File: src/rtl/hq_pkg.sv
// Shared types, widths, limits and helper functions for the HaveQuick TOD
// transmitter: FSM state enum, captured time-of-day record, field range
// check and the extended Hamming(8,4) digit code.
package hq_pkg;

    typedef enum logic [2:0] {
        ST_IDLE,
        ST_ARMED,
        ST_PREAMBLE,
        ST_SYNC,
        ST_DATA
    } state_e;

    // Field widths of the binary time-of-day inputs
    localparam int HH_W  = 8;
    localparam int MM_W  = 8;
    localparam int SS_W  = 8;
    localparam int DOY_W = 12;
    localparam int YY_W  = 8;

    // Frame geometry
    localparam int DIGITS    = 11;
    localparam int DATA_BITS = DIGITS * 8;
    localparam int SYNC_BITS = 16;

    // Range limits (hh/mm/yy exclusive upper bounds, ss/doy inclusive)
    localparam logic [HH_W-1:0]  HH_LIMIT = 8'd24;
    localparam logic [MM_W-1:0]  MM_LIMIT = 8'd60;
    localparam logic [SS_W-1:0]  SS_MAX   = 8'd60;
    localparam logic [DOY_W-1:0] DOY_MIN  = 12'd1;
    localparam logic [DOY_W-1:0] DOY_MAX  = 12'd366;
    localparam logic [YY_W-1:0]  YY_LIMIT = 8'd100;

    typedef struct packed {
        logic [YY_W-1:0]  yy;
        logic [DOY_W-1:0] doy;
        logic [HH_W-1:0]  hh;
        logic [MM_W-1:0]  mm;
        logic [SS_W-1:0]  ss;
    } tod_t;

    // Extended Hamming(8,4): data nibble first, then p0..p2 and overall parity p3
    function automatic logic [7:0] hamming84(input logic [3:0] d);
        logic p0, p1, p2, p3;
        p0 = d[3] ^ d[2] ^ d[1];
        p1 = d[3] ^ d[2] ^ d[0];
        p2 = d[3] ^ d[1] ^ d[0];
        p3 = ^d ^ p0 ^ p1 ^ p2;
        return {d, p0, p1, p2, p3};
    endfunction

    // True when every field of the sample is a legal UTC value
    function automatic logic tod_in_range(input tod_t t);
        return (t.hh < HH_LIMIT) && (t.mm < MM_LIMIT) && (t.ss <= SS_MAX) &&
               (t.doy >= DOY_MIN) && (t.doy <= DOY_MAX) && (t.yy < YY_LIMIT);
    endfunction

endpackage

File: src/rtl/hq_bcd_encode.sv
// Combinational binary-to-BCD conversion of a captured time-of-day sample,
// with each digit protected by the extended Hamming(8,4) code. Digit 0
// (yy tens) lands in the most significant byte so the frame can be shifted
// out MSB first.
module hq_bcd_encode
    import hq_pkg::*;
(
    input  tod_t                 tod_i,
    output logic [DATA_BITS-1:0] code_o
);

    logic [3:0] dig [DIGITS];

    // Units digit of a value, reached through a 12-bit remainder
    function automatic logic [3:0] low_digit(input logic [11:0] v);
        logic [11:0] r;
        r = v % 12'd10;
        return r[3:0];
    endfunction

    // Split the fields into decimal digits in transmission order, then encode
    always_comb begin
        logic [11:0] yy12, hh12, mm12, ss12, doy12;
        yy12  = {4'd0, tod_i.yy};
        hh12  = {4'd0, tod_i.hh};
        mm12  = {4'd0, tod_i.mm};
        ss12  = {4'd0, tod_i.ss};
        doy12 = tod_i.doy;

        dig[0]  = low_digit(yy12 / 12'd10);
        dig[1]  = low_digit(yy12);
        dig[2]  = low_digit(doy12 / 12'd100);
        dig[3]  = low_digit(doy12 / 12'd10);
        dig[4]  = low_digit(doy12);
        dig[5]  = low_digit(hh12 / 12'd10);
        dig[6]  = low_digit(hh12);
        dig[7]  = low_digit(mm12 / 12'd10);
        dig[8]  = low_digit(mm12);
        dig[9]  = low_digit(ss12 / 12'd10);
        dig[10] = low_digit(ss12);

        code_o = '0;
        for (int i = 0; i < DIGITS; i++) begin
            code_o[DATA_BITS-1-8*i -: 8] = hamming84(dig[i]);
        end
    end

endmodule

File: src/rtl/havequick_tod_tx.sv
// HaveQuick time-of-day frame transmitter.
// Captures one UTC sample on tod_valid, waits for PPS, then sends an
// alternating preamble, the sync word and 88 Hamming-protected BCD data bits,
// each bit held CLKS_PER_BIT clocks (CLKS_PER_BIT must be >= 2 and even).
// Build option: define HQ_MANCHESTER_EN to send every bit as Manchester
// (bit value in the first half-period, its complement in the second);
// otherwise the line is plain NRZ.
module havequick_tod_tx
    import hq_pkg::*;
#(
    parameter int          CLKS_PER_BIT  = 20000,
    parameter int          PREAMBLE_BITS = 16,
    parameter logic [15:0] SYNC_WORD     = 16'hEB90
) (
    input  logic             clk,
    input  logic             rst,
    input  logic             tod_valid,
    input  logic [HH_W-1:0]  hh,
    input  logic [MM_W-1:0]  mm,
    input  logic [SS_W-1:0]  ss,
    input  logic [DOY_W-1:0] doy,
    input  logic [YY_W-1:0]  yy,
    input  logic             pps,
    output logic             tx_line,
    output logic             busy,
    output logic             armed,
    output logic             done,
    output logic             range_err,
    output logic             overrun
);

    localparam int                CNT_W    = (CLKS_PER_BIT > 2) ? $clog2(CLKS_PER_BIT) : 1;
    localparam logic [CNT_W-1:0]  LAST_CLK = CNT_W'(CLKS_PER_BIT - 1);
    localparam logic [7:0]        PRE_LAST = 8'(PREAMBLE_BITS - 1);
    localparam logic [7:0]        SYN_LAST = 8'(SYNC_BITS - 1);
    localparam logic [7:0]        DAT_LAST = 8'(DATA_BITS - 1);

    state_e                state_q,     state_d;
    tod_t                  shadow_q,    shadow_d;
    logic [DATA_BITS-1:0]  data_sr_q,   data_sr_d;
    logic [CNT_W-1:0]      clk_cnt_q,   clk_cnt_d;
    logic [7:0]            bit_cnt_q,   bit_cnt_d;
    logic                  done_q,      done_d;
    logic                  range_err_q, range_err_d;
    logic                  overrun_q,   overrun_d;

    tod_t                  in_tod;
    logic                  in_ok;
    logic                  bit_end;
    logic [DATA_BITS-1:0]  enc_vec;
    logic [3:0]            sync_idx;
    logic                  nrz_bit;

    assign in_tod  = '{yy: yy, doy: doy, hh: hh, mm: mm, ss: ss};
    assign in_ok   = tod_in_range(in_tod);
    assign bit_end = (clk_cnt_q == LAST_CLK);

    // Encoding is taken from the shadow so it is ready on the PPS cycle
    hq_bcd_encode u_enc (
        .tod_i  (shadow_q),
        .code_o (enc_vec)
    );

    // Next-state, capture and pulse logic
    always_comb begin
        // NOTE: every variable gets a default first so no path leaves one unassigned (no latch).
        state_d     = state_q;
        shadow_d    = shadow_q;
        data_sr_d   = data_sr_q;
        clk_cnt_d   = clk_cnt_q;
        bit_cnt_d   = bit_cnt_q;
        done_d      = 1'b0;
        range_err_d = 1'b0;
        overrun_d   = 1'b0;

        unique case (state_q)
            ST_IDLE: begin
                // pps here is ignored, even together with tod_valid
                if (tod_valid) begin
                    if (in_ok) begin
                        shadow_d = in_tod;
                        state_d  = ST_ARMED;
                    end else begin
                        range_err_d = 1'b1;
                    end
                end
            end

            ST_ARMED: begin
                if (pps) begin
                    // The frame uses the sample already held; a coincident one is dropped
                    data_sr_d = enc_vec;
                    clk_cnt_d = '0;
                    bit_cnt_d = '0;
                    state_d   = ST_PREAMBLE;
                    overrun_d = tod_valid;
                end else if (tod_valid) begin
                    if (in_ok) begin
                        shadow_d = in_tod;
                    end else begin
                        range_err_d = 1'b1;
                    end
                end
            end

            ST_PREAMBLE, ST_SYNC, ST_DATA: begin
                overrun_d = tod_valid;
                clk_cnt_d = bit_end ? '0 : clk_cnt_q + 1'b1;
                if (bit_end) begin
                    bit_cnt_d = bit_cnt_q + 8'd1;
                    if (state_q == ST_PREAMBLE) begin
                        if (bit_cnt_q == PRE_LAST) begin
                            bit_cnt_d = '0;
                            state_d   = ST_SYNC;
                        end
                    end else if (state_q == ST_SYNC) begin
                        if (bit_cnt_q == SYN_LAST) begin
                            bit_cnt_d = '0;
                            state_d   = ST_DATA;
                        end
                    end else begin
                        data_sr_d = data_sr_q << 1;
                        if (bit_cnt_q == DAT_LAST) begin
                            bit_cnt_d = '0;
                            state_d   = ST_IDLE;
                            done_d    = 1'b1;
                        end
                    end
                end
            end

            default: state_d = ST_IDLE;
        endcase
    end

    // State, shadow, shift register and counter storage
    always_ff @(posedge clk or posedge rst) begin
        if (rst) begin
            state_q     <= ST_IDLE;
            // NOTE: shadow and shift register are reset too, so no frame can ever carry pre-reset data.
            shadow_q    <= '0;
            data_sr_q   <= '0;
            clk_cnt_q   <= '0;
            bit_cnt_q   <= '0;
            done_q      <= 1'b0;
            range_err_q <= 1'b0;
            overrun_q   <= 1'b0;
        end else begin
            // NOTE: non-blocking assignments so every register samples pre-edge values.
            state_q     <= state_d;
            shadow_q    <= shadow_d;
            data_sr_q   <= data_sr_d;
            clk_cnt_q   <= clk_cnt_d;
            bit_cnt_q   <= bit_cnt_d;
            done_q      <= done_d;
            range_err_q <= range_err_d;
            overrun_q   <= overrun_d;
        end
    end

    assign sync_idx = 4'd15 - bit_cnt_q[3:0];

    // Current frame bit selected from the active section
    always_comb begin
        nrz_bit = 1'b0;
        case (state_q)
            ST_PREAMBLE: nrz_bit = ~bit_cnt_q[0];
            ST_SYNC:     nrz_bit = SYNC_WORD[sync_idx];
            ST_DATA:     nrz_bit = data_sr_q[DATA_BITS-1];
            default:     nrz_bit = 1'b0;
        endcase
    end

    assign busy      = (state_q == ST_PREAMBLE) || (state_q == ST_SYNC) || (state_q == ST_DATA);
    assign armed     = (state_q == ST_ARMED);
    assign done      = done_q;
    assign range_err = range_err_q;
    assign overrun   = overrun_q;

`ifdef HQ_MANCHESTER_EN
    localparam logic [CNT_W-1:0] HALF_CLK = CNT_W'(CLKS_PER_BIT / 2);
    logic second_half;
    assign second_half = (clk_cnt_q >= HALF_CLK);
    assign tx_line     = busy & (nrz_bit ^ second_half);
`else
    assign tx_line = busy & nrz_bit;
`endif

endmodule

File: config.mk
export PLATFORM = sky130hd
export DESIGN_NAME = havequick_tod_tx
export DESIGN_NICKNAME = d
export VERILOG_FILES = /design/src/rtl/hq_pkg.sv /design/src/rtl/hq_bcd_encode.sv /design/src/rtl/havequick_tod_tx.sv
export SDC_FILE = /design/constraint.sdc
export NUM_CORES = 1
export LEC_CHECK = 0
export BUFFER_PORTS_ARGS = -buffer_cell sky130_fd_sc_hd__buf_2
export CORE_MARGIN = 8
export CORE_UTILIZATION = 28
export CTS_CLUSTER_DIAMETER = 30
export CTS_CLUSTER_SIZE = 25
export DETAILED_ROUTE_END_ITERATION = 8
export PLACE_DENSITY_LB_ADDON = 0.08
export REMOVE_ABC_BUFFERS = 1
export SLEW_MARGIN = 20
export SYNTH_ARGS = -nofsm -noshare
export SYNTH_HDL_FRONTEND = slang
export SYNTH_SLANG_ARGS = --single-unit
File: constraint.sdc
create_clock -name clk -period 9.65 [get_ports clk]
set_input_delay 1.93 -clock clk [delete_from_list [all_inputs] [get_ports clk]]
set_output_delay 1.93 -clock clk [all_outputs]
set_load 0.03 [all_outputs]
## Word-level counts from Yosys, hierarchy flattened

Memories as Yosys holds them, arrays and structs flattened.
Index checks and enable logic that the tools add are counted.

| storage, ports and cells | value |
|---|---|
| register bits after elaboration | 161 |
| ROM bits | 16 |
| memories | 1 |

Memories:

| memory | words | width | read ports | clocked after Yosys merged registers in | wr ports | line | RTL |
|---|---|---|---|---|---|---|---|
| (name not given) | 16 | 1 | 1 | 0 | 0 | havequick_tod_tx.sv:168 | `ST_SYNC: nrz_bit = SYNC_WORD[sync_idx];` |

| operators by class | value |
|---|---|
| divide/modulo/power cells | 17 |
| add/subtract/negate cells | 3 |
| order comparisons | 7 |
| bitwise operators | 90 |
| reductions and logical operators | 27 |
| eq/ne operators | 17 |
| muxes and demuxes | 42 |

Operator list:

| cell | count |
|---|---|
| $mux 88 | 4 |
| $pmux 88 s2 | 1 |
| $mux 44 | 3 |
| $pmux 44 s2 | 1 |
| $xor 1x1->1 | 88 |
| $mod 12x4->12 const B | 7 |
| $div 8x4->12 const B | 4 |
| $mod 8x4->12 const B | 4 |
| $mux 8 | 6 |
| $reduce_xor 4->1 | 11 |
| $mux 15 | 2 |
| $pmux 15 s2 | 1 |
| $mux 3 | 9 |
| $pmux 8 s2 | 1 |
| $add 15x1->15 const B | 1 |
| $eq 15x15->1 const B | 1 |
| $ne 2x2->1 const B | 7 |
| $div 12x4->12 const B | 1 |
| $div 12x7->12 const B | 1 |
| $ge 12x1->1 const B | 1 |
| $le 12x9->1 const B | 1 |
| $mux 1 | 10 |
| $pmux 3 s3 | 1 |
| $add 8x1->8 const B | 1 |
| other kinds (26) | 36 |

## Depth between registers and ports, before layout

Gate-level depths: netlist of the first run.

| logic depth | value |
|---|---|
| word-level depth | 10 |
| depth in mapped cells | 24 |
| mapped depth without buffers | 23 |

## Cells and area by module

From an unflattened synthesis of the first run, not the netlist that was laid out.

| unflattened totals | value |
|---|---|
| cells, all modules | 1723 |
| area, all modules | 13850.8 sq um |

By module, submodules not included:

| module | cells each | times used | seq. area each (sq um) | area each (sq um) |
|---|---|---|---|---|
| havequick_tod_tx | 775 | 1 | 4028.9 | 7479.7 |
| hq_bcd_encode | 948 | 1 | 0.0 | 6371.1 |

## Least setup slack after synthesis of the first run

Ideal clock, no wire load.

| timing | value |
|---|---|
| path kind | reg2reg |
| from | register shadow_q[33] (netlist bit) |
| to | register data_sr_q[65] |
| arrival time | 4776 ps |
| period minus slack after synthesis | 4899 ps |
| library setup time | 123 ps |
| stages on the path, launching flop included | 23 |
| data required time | 9527 ps |
| slack | 4751 ps |
| cell sequence | dfrtp_1 buf_4 buf_6 and2_1 o21ai_1 a221oi_1 o32a_1 a211o_1 a21o_2 and3_4 o21ai_4 inv_2 maj3_1 a21oi_1 and4_4 and4_1 a2111oi_2 ha_1 a211o_1 mux2i_4 xnor3_1 a221oi_2 nor2_1 |

| between the ends | value |
|---|---|
| longest elaborated chain between the ends | 6 |

Ends and longest elaborated chain:

| what | line | RTL |
|---|---|---|
| start: declaration | havequick_tod_tx.sv:39 | `tod_t shadow_q, shadow_d;` |
| start signal: assignment | havequick_tod_tx.sv:151 | `shadow_q <= shadow_d;` |
| $div 12x7->12 (*) | hq_bcd_encode.sv:32 | `dig[2] = low_digit(doy12 / 12'd100);` |
| $mod 12x4->12 (*) | hq_bcd_encode.sv:17 | `r = v % 12'd10;` |
| $xor 1x1->1 | hq_pkg.sv:47 | `p2 = d[3] ^ d[1] ^ d[0];` |
| $xor 1x1->1 (*) | hq_pkg.sv:47 |  |
| $mux 88 (*) | havequick_tod_tx.sv:90 | `if (pps) begin` |
| $pmux 88 s2 (*) | havequick_tod_tx.sv:76 | `unique case (state_q)` |
| end signal: assignment | havequick_tod_tx.sv:152 | `data_sr_q <= data_sr_d;` |
| end: declaration | havequick_tod_tx.sv:40 | `logic [DATA_BITS-1:0] data_sr_q, data_sr_d;` |

Every way passes the cells marked *; elsewhere a longest branch is shown, timed or not. The select of a mux whose other input is x is not followed.
A chain may end at the register's enable or synchronous reset.

## Final worst setup path of the first run

| timing | value |
|---|---|
| from | register shadow_q[34] (netlist bit) |
| to | register data_sr_q[65] |

The elaborated chain is that of the path after synthesis.

==> results of run 1 <==
-- power groups by stage --
stage	registers [mW]	logic, mW	clock network [mW]
after floorplan	0.930	0.518	0
after global placement	0.953	0.764	0
after detailed placement	0.955	0.773	0
after CTS	0.943	0.772	0.767
after global routing	0.967	0.864	0.790
final	0.942	0.745	0.738
-- state kept, by name (all words and copies together), names as in the netlist --
name,cells
clk_cnt_q,15
state_q,3
overrun,1
shadow_q,44
range_err,1
bit_cnt_q,8
data_sr_q,88
done,1
-- cells by family (layout without fill, tap and decap cells) --
kind of cell,count (synthesis),count (layout),synth area share [%]
buffers and inverters,160,158,5.24
XOR/XNOR,116,116,7.98
AND/OR/NAND/NOR,542,542,20.4
multiplexers,74,74,6.16
adder cells (fa/ha/maj),47,47,4.28
AO/OA/AOI/OAI,485,485,25.0
flip-flops,161,161,31.0
-- layout by cell type, fill, tap and decap left out, drive strengths merged, types with 29 or more instances in the layout --
cell type  count
a31oi         29
nor2         146
xor2          41
buf           65
xnor2         74
o22ai         31
mux2          38
ha            34
nand2        161
a21oi        115
inv           65
mux2i         36
nor3          32
nand3         30
dfrtp        161
o21ai        140
-- stage by stage --
stage / hold slack [ns] / total power, mW
final: 0.474 / 2.43
after floorplan: 0.442 / 1.45
after detailed placement: 0.468 / 1.73
after global placement: 0.459 / 1.72
after CTS: 0.482 / 2.48
after global routing: 0.502 / 2.62
-- worst max-delay path, cell delays in order (launching register included) --
cell,delay (ns)
sky130_fd_sc_hd__dfrtp_1,0.91
sky130_fd_sc_hd__nor2b_2,0.65
sky130_fd_sc_hd__xnor2_1,0.21
sky130_fd_sc_hd__a211oi_1,0.11
sky130_fd_sc_hd__o32a_1,0.38
sky130_fd_sc_hd__a21oi_2,0.46
sky130_fd_sc_hd__mux2i_1,0.28
sky130_fd_sc_hd__and3_4,0.27
sky130_fd_sc_hd__o21ai_4,0.23
sky130_fd_sc_hd__inv_2,0.15
sky130_fd_sc_hd__maj3_1,0.36
sky130_fd_sc_hd__a21oi_1,0.13
sky130_fd_sc_hd__and4_4,0.25
sky130_fd_sc_hd__and4_1,0.21
sky130_fd_sc_hd__a2111oi_2,0.06
sky130_fd_sc_hd__ha_1,0.22
sky130_fd_sc_hd__a211o_1,0.26
sky130_fd_sc_hd__mux2i_4,0.22
sky130_fd_sc_hd__xnor3_1,0.36
sky130_fd_sc_hd__a221oi_2,0.23
sky130_fd_sc_hd__nor2_1,0.06
-- layer usage --
metal / global-route usage [%] / share of wire [%] / wire (µm) / vias up
li1: - / - / - / 5718
met1: 17.9 / 48 / 17200 / 5358
met2: 21.6 / 46 / 16600 / 186
met3: 2.81 / 3.3 / 1170 / 40
met4: 5.09 / 2.2 / 801 / 0
met5: 0 / 0 / 0 / -
-- final timing paths --
kind	start	slack, ns	endpoint	cells past startpoint
setup / recovery	shadow_q[34]	3.54	data_sr_q[65]	20
hold / removal	data_sr_q[50]	0.47	data_sr_q[50]	2
setup reg to reg	shadow_q[34]	3.54	data_sr_q[65]	20
hold reg to reg	data_sr_q[50]	0.47	data_sr_q[50]	2
max in group asynchronous	rst	6.54	bit_cnt_q[7]	3
min in group asynchronous	rst	1.65	shadow_q[5]	2
-- layout make-up --
class	instances	share of cell area [%]
flip-flops and latches	161	28.1
repair buffers	65	2.48
multi-input cells	1264	58.1
clock buffers	19	3.09
inverters	61	1.63
clock inverters	13	1.21
well taps	607	5.30
==> key figures, run 1 <==
Cells and area
  • Area overhead of the layout relative to synthesis: 10.1%
  • Core Util, Final: between 30% and 40%
  • Cell area after layout: roughly 14000 µm²
  • Number of fill cells in the layout: 4866
  • Number of diodes: 0
  • Area occupied by multi-input gates: 8320 µm²
  • Non-filler instance count after layout: 2190
  • Fraction of final layout cells sized beyond drive strength 1: between 10% and 20%
  • Total area of sequential cells: between 4000 and 5000 µm²
  • Layout Nets: 1652

Timing
  • Peak Freq: 164 MHz
  • Time the worst path needs with I/O delays and setup: between 6 and 7 ns
  • Endpoints failing hold: 0
  • Final Worst Setup Slack: between 3 and 4 ns
  • Final period utilization: between 60% and 70%
  • Final max-slew violation count: 0
  • Final number of setup-violating endpoints: 0
  • Worst clock skew: 0.0155 ns
  • TNS Setup: 0 ns
  • Slew headroom: between 30% and 40%
  • Slew of the pin with the lowest slew margin: ~1.0 ns
  • Setup repair after global routing missed its margin: false

Clocking
  • Resized Gates After CTS: 0
  • Insertion delay of the later-clocked pin in the worst-skew pair: 0.48 ns
  • Clock slew seen by the registers of the worst setup and hold paths: 0.07 ns
  • Number of buffers between clock root and the deepest sink: 2
  • CTS tree: built
  • Number of hold buffers added after CTS: 0
  • CTS root buffer: sky130_fd_sc_hd__clkbuf_16
  • # H-tree levels: 4
  • Number of buffers added for setup after CTS: 0
  • TritonCTS buffer count: 17
  • Clk sink count: around 160

Global route
  • First-pass GRT wire length: 59500 µm
  • Overall routing resource usage: 13.6%
  • Antenna violations before repair: 0
  • Maximum number of pins on one net before global-route repair: 98
  • GR Overflow Total: 0
  • Vias in the first global route: between 10000 and 15000

Setup path
  • Required @ worst endpoint: 10.01 ns
  • Worst Setup Start Kind: register
  • Arrival time reported for the critical path endpoint: 6.47 ns
  • Worst Setup End Kind: register
  • Critical Path Fanout Max: 24
  • Critical path class: reg -> reg

Power
  • Leakage power total: 5.92 nW
  • Switching fraction of total power: 38.7%
  • Clock network fraction of design power: 30.4%
  • Power density over cell area: 169 nW/µm²
  • Peak VDD IR: 175 µV
  • Internal power component: 1.49 mW
  • Combinational Power Share: 30.7%
  • Total net switching power: 0.938 mW
  • Share of total power in sequential cells: 38.9%

Outcome
  • Outcome: complete, no violations

Die
  • Die Height: 231 µm
  • Initial core utilization: 28.2%
  • Horizontal die dimension: approximately 230 µm
  • Cell Rows: 79
  • Area of the die: 53600 µm²
  • Core region area: 46200 µm²
  • Top-level port count: 54

Place
  • Last weighted congestion value of the routability-driven placer: 0.857
  • Quantity of I/O buffers inserted on ports: between 50 and 60
  • DP Area: 13700 µm²
  • Worst setup slack after placement: 3.59 ns
  • Detailed placement HPWL: 24800 µm
  • Count of placed standard cells including taps: 2158

Synthesis
  • Total of flip-flops plus latches after synthesis: roughly 160
  • Number of enable-type register cells in the synthesized netlist: 0
  • Portion of synthesized cell area occupied by the leading cell type: 31.0%
  • Leading cell types by count after synthesis: 161 x sky130_fd_sc_hd__dfrtp_1, 159 x sky130_fd_sc_hd__nand2_1, 145 x sky130_fd_sc_hd__nor2_1
  • Gate count after technology mapping: 1585
  • Syn avg cell area: 8.20 µm²
  • Unique cell type count in the Yosys netlist: 110
  • Most frequent cell after synthesis: sky130_fd_sc_hd__dfrtp_1
  • Top cells by area in the synthesized netlist: sky130_fd_sc_hd__dfrtp_1 31%, sky130_fd_sc_hd__xnor2_1 5.0%, sky130_fd_sc_hd__o21ai_0 4.9%
  • Ys async rst share: 100%
  • Flip-flop cell with the highest count after synthesis: sky130_fd_sc_hd__dfrtp_1
  • Total standard cell area after synthesis: 13000 µm²
  • Sequential-to-total area share from yosys stat: 31.0%
  • Top cell type by total area after synthesis: sky130_fd_sc_hd__dfrtp_1
  • Ys Warns: 0

Route
  • Vias per Instance: 5.16
  • Number of iterations in the first detailed-routing pass: 5
  • Total number of vias: 11302
  • Average routed wire per standard cell: 16.4 µm
  • Routed WL: 35800 µm
  • Antenna Nets Post-Route: 0
  • Remaining routing DRC violations: 0
  • DRC marker count from the first detailed-route iteration: around 620

Job
  • Reported max-cap violation count: 0

Min path
  • Classification of the worst-slack hold path: reg -> reg
No activity file was read; power rests on OpenSTA's default activity.
==> inputs of run 2 (changes only) <==
clock period = 5.9 ns   (was 9.65 ns; I/O delays follow)
==> run 2 against run 1 <==
Design area is 1.4% higher. Cell count is 1.3% higher. Clock power is 53% higher. Critical path type unchanged. Total power is 61% higher. Non-clock buffer count is 28 higher. Die area stayed put. Global-route usage is 0.072 points lower. Clock skew is 0.0029 ns lower. First-iteration DRC count is 5.0% lower.
==> key figures, run 2 (synthesis gave the netlist of run 1 again) <==
Place
  • Quantity of I/O buffers inserted on ports: 53
  • Worst setup slack after placement: 0.357 ns
  • Last weighted congestion value of the routability-driven placer: 0.811
  • Detailed placement HPWL: between 20000 and 30000 µm

Route
  • Remaining routing DRC violations: 0
  • DRC marker count from the first detailed-route iteration: 592
  • Number of iterations in the first detailed-routing pass: 5
  • Vias per Instance: 5.18
  • Total number of vias: 11499
  • Average routed wire per standard cell: approximately 16 µm
  • Antenna Nets Post-Route: 0
  • Routed WL: 36000 µm

Cells and area
  • Highest-count cells in the layout ignoring fill and taps: 159 x sky130_fd_sc_hd__dfrtp_1, 158 x sky130_fd_sc_hd__nand2_1, 143 x sky130_fd_sc_hd__nor2_1
  • Fraction of final layout cells sized beyond drive strength 1: 14.3%
  • Layout Nets: about 1700
  • Commonest non-fill, non-tap cell in the layout: sky130_fd_sc_hd__dfrtp_1
  • Register containing the most flip-flops in the final layout: data_sr_q
  • Area overhead of the layout relative to synthesis: 11.6%
  • Number of diodes: 0
  • Biggest regs: data_sr_q x88, shadow_q x44, clk_cnt_q x15
  • Number of flip-flops in the largest register: 88

Power
  • Leakage power total: 6.05 nW
  • Total net switching power: 1.54 mW
  • Switching fraction of total power: 39.4%
  • Peak VDD IR: between 200 and 300 µV
  • Share of total power in sequential cells: 39.4%
  • Clock network fraction of design power: between 20% and 30%
  • Power density over cell area: 269 nW/µm²
  • Internal power component: 2.37 mW
  • Combinational Power Share: 31.8%

Clocking
  • Number of buffers between clock root and the deepest sink: 2
  • Clk sink count: 161
  • Insertion delay of the later-clocked pin in the worst-skew pair: 0.45 ns
  • # H-tree levels: 4
  • Clock slew seen by the registers of the worst setup and hold paths: 0.07 ns
  • CTS root buffer: sky130_fd_sc_hd__clkbuf_16
  • CTS tree: built
  • Number of buffers added for setup after CTS: 0
  • TritonCTS buffer count: 17

Setup path
  • Critical path class: reg -> reg
  • Slowest cell on the critical path: sky130_fd_sc_hd__a222oi_1
  • Worst Setup End Kind: register
  • Worst Setup Start Kind: register
  • Required @ worst endpoint: between 6 and 7 ns
  • Worst path depth: 20
  • Delay contributed by the slowest stage of the critical path: roughly 0.47 ns
  • Cells on worst reg2reg path: 20
  • Critical Path Fanout Max: 23
  • Cell-by-cell trace of the critical path: buf_4, or2b_1, a31oi_2, and3_4, xnor2_1, a211oi_2, and2_1, a21oi_2, or3_1, a222oi_1, nand2_2, o21ai_4, xnor2_1, inv_1, ha_1, xor2_1, o211ai_1, o211a_1, xor2_1, a21oi_1
  • Arrival time reported for the critical path endpoint: between 5 and 6 ns
  • Critical path buffers and inverters: 2
  • Family of cells with the greatest summed delay on the critical path: compound AO/OA/AOI/OAI gates

Timing
  • Slew of the pin with the lowest slew margin: 0.983 ns
  • WHS: 0.474 ns
  • Endpoints failing hold: 0
  • Final Worst Setup Slack: approximately 0.47 ns
  • Peak Freq: 184 MHz
  • Slew headroom: between 30% and 40%
  • Final period utilization: 92.0%
  • Setup repair after global routing missed its margin: false
  • Final number of setup-violating endpoints: 0
  • Time the worst path needs with I/O delays and setup: around 5.4 ns
  • Worst clock skew: about 0.013 ns
  • Final max-slew violation count: 0

Global route
  • Routing usage on met2: 22.2%
  • Overall routing resource usage: 13.5%
  • Vias in the first global route: about 11000
  • First-pass GRT wire length: 60300 µm
  • GRT busiest layer: met2
  • GR Overflow Total: 0
  • Met1 Usage GRT: 18.2%
  • Met3 track utilization from global routing: 1.80%
  • Maximum number of pins on one net before global-route repair: slightly above 70
  • Antenna violations before repair: 1

Min path
  • Cell depth of the worst hold path: 2
  • Classification of the worst-slack hold path: reg -> reg

Die
  • Core region area: 46200 µm²
  • Cell Rows: 79
  • Horizontal die dimension: 231 µm
  • Area of the die: 53600 µm²
  • Initial core utilization: 28.2%
  • Top-level port count: 54
  • Die Height: 231 µm

Outcome
  • Outcome: complete, no violations

Job
  • Reported max-cap violation count: 0
-- run 2: cell count changes in the layout (fill, tap and decap cells not counted), moves of 2 or more --
cell	change
sky130_fd_sc_hd__buf_4	+28
sky130_fd_sc_hd__clkinv_4	+3
sky130_fd_sc_hd__bufinv_16	-2
sky130_fd_sc_hd__clkinvlp_4	-2
sky130_fd_sc_hd__dfrtp_1	-2
sky130_fd_sc_hd__dfrtp_2	+2
-- run 2: power by group through the flow --
stage | sequential, mW | clock, mW | combinational (mW)
global route | 1.58 | 1.21 | 1.44
floorplan | 1.52 | 0 | 0.847
CTS | 1.54 | 1.18 | 1.28
detailed placement | 1.56 | 0 | 1.28
global placement | 1.56 | 0 | 1.27
finish | 1.54 | 1.13 | 1.24
-- run 2: worst paths after layout --
path	to	start	slack [ns]
max in group asynchronous	clk_cnt_q[8]	rst	3.90
min in group asynchronous	shadow_q[19]	rst	0.84
worst max-delay path	data_sr_q[58]	shadow_q[32]	0.47
worst min register to register	data_sr_q[7]	data_sr_q[7]	0.47
worst min-delay path	data_sr_q[7]	data_sr_q[7]	0.47
worst max register to register	data_sr_q[58]	shadow_q[32]	0.47
-- run 2: worst register-to-register path: stages (launching register included) --
cell and delay [ns]:
sky130_fd_sc_hd__dfrtp_1 0.41, sky130_fd_sc_hd__buf_4 0.29, sky130_fd_sc_hd__or2b_1 0.35, sky130_fd_sc_hd__a31oi_2 0.27, sky130_fd_sc_hd__and3_4 0.23, sky130_fd_sc_hd__xnor2_1 0.07, sky130_fd_sc_hd__a211oi_2 0.39, sky130_fd_sc_hd__and2_1 0.38
sky130_fd_sc_hd__a21oi_2 0.08, sky130_fd_sc_hd__or3_1 0.38, sky130_fd_sc_hd__a222oi_1 0.47, sky130_fd_sc_hd__nand2_2 0.27, sky130_fd_sc_hd__o21ai_4 0.26, sky130_fd_sc_hd__xnor2_1 0.24, sky130_fd_sc_hd__inv_1 0.09, sky130_fd_sc_hd__ha_1 0.33
sky130_fd_sc_hd__xor2_1 0.21, sky130_fd_sc_hd__o211ai_1 0.12, sky130_fd_sc_hd__o211a_1 0.19, sky130_fd_sc_hd__xor2_1 0.14, sky130_fd_sc_hd__a21oi_1 0.08
-- run 2: routing by layer --
metal | vias up | wire length (µm)
met1 | 5512 | 17600
met2 | 182 | 16900
met3 | 34 | 935
met4 | 0 | 510
met5 | - | 0
li1 | 5771 | -
-- run 2: repair_timing --
item	in CTS	in global routing
setup endpoints to repair	0	5
resized for setup	0	3
hold buffers	0	0
-- run 2: final cells by class --
| class | count | area, µm² |
|---|---|---|
| fillers | 4896 | 31600 |
| multi-input cells | 1264 | 8340 |
| flip-flops and latches | 161 | 4030 |
| well taps | 607 | 759 |
| repair buffers | 93 | 566 |
| clock buffers | 19 | 443 |
| inverters | 61 | 234 |
| clock inverters | 13 | 139 |
-- run 2: stage by stage --
stage | area, µm² | power [mW] | util [%] | TNS [ns] | std cells
2_1_floorplan | 12500 | 2.37 | - | -161.76 | 1486
3_3_place_gp | 13900 | 2.83 | 30.1 | 0 | 2186
3_5_place_dp | 13900 | 2.84 | 30.1 | 0 | 2186
4_1_cts | 14500 | 4.00 | 31.4 | 0 | 2218
5_1_grt | 14500 | 4.23 | 31.4 | 0 | 2218
6_report | 14500 | 3.91 | 31.4 | 0 | 2218
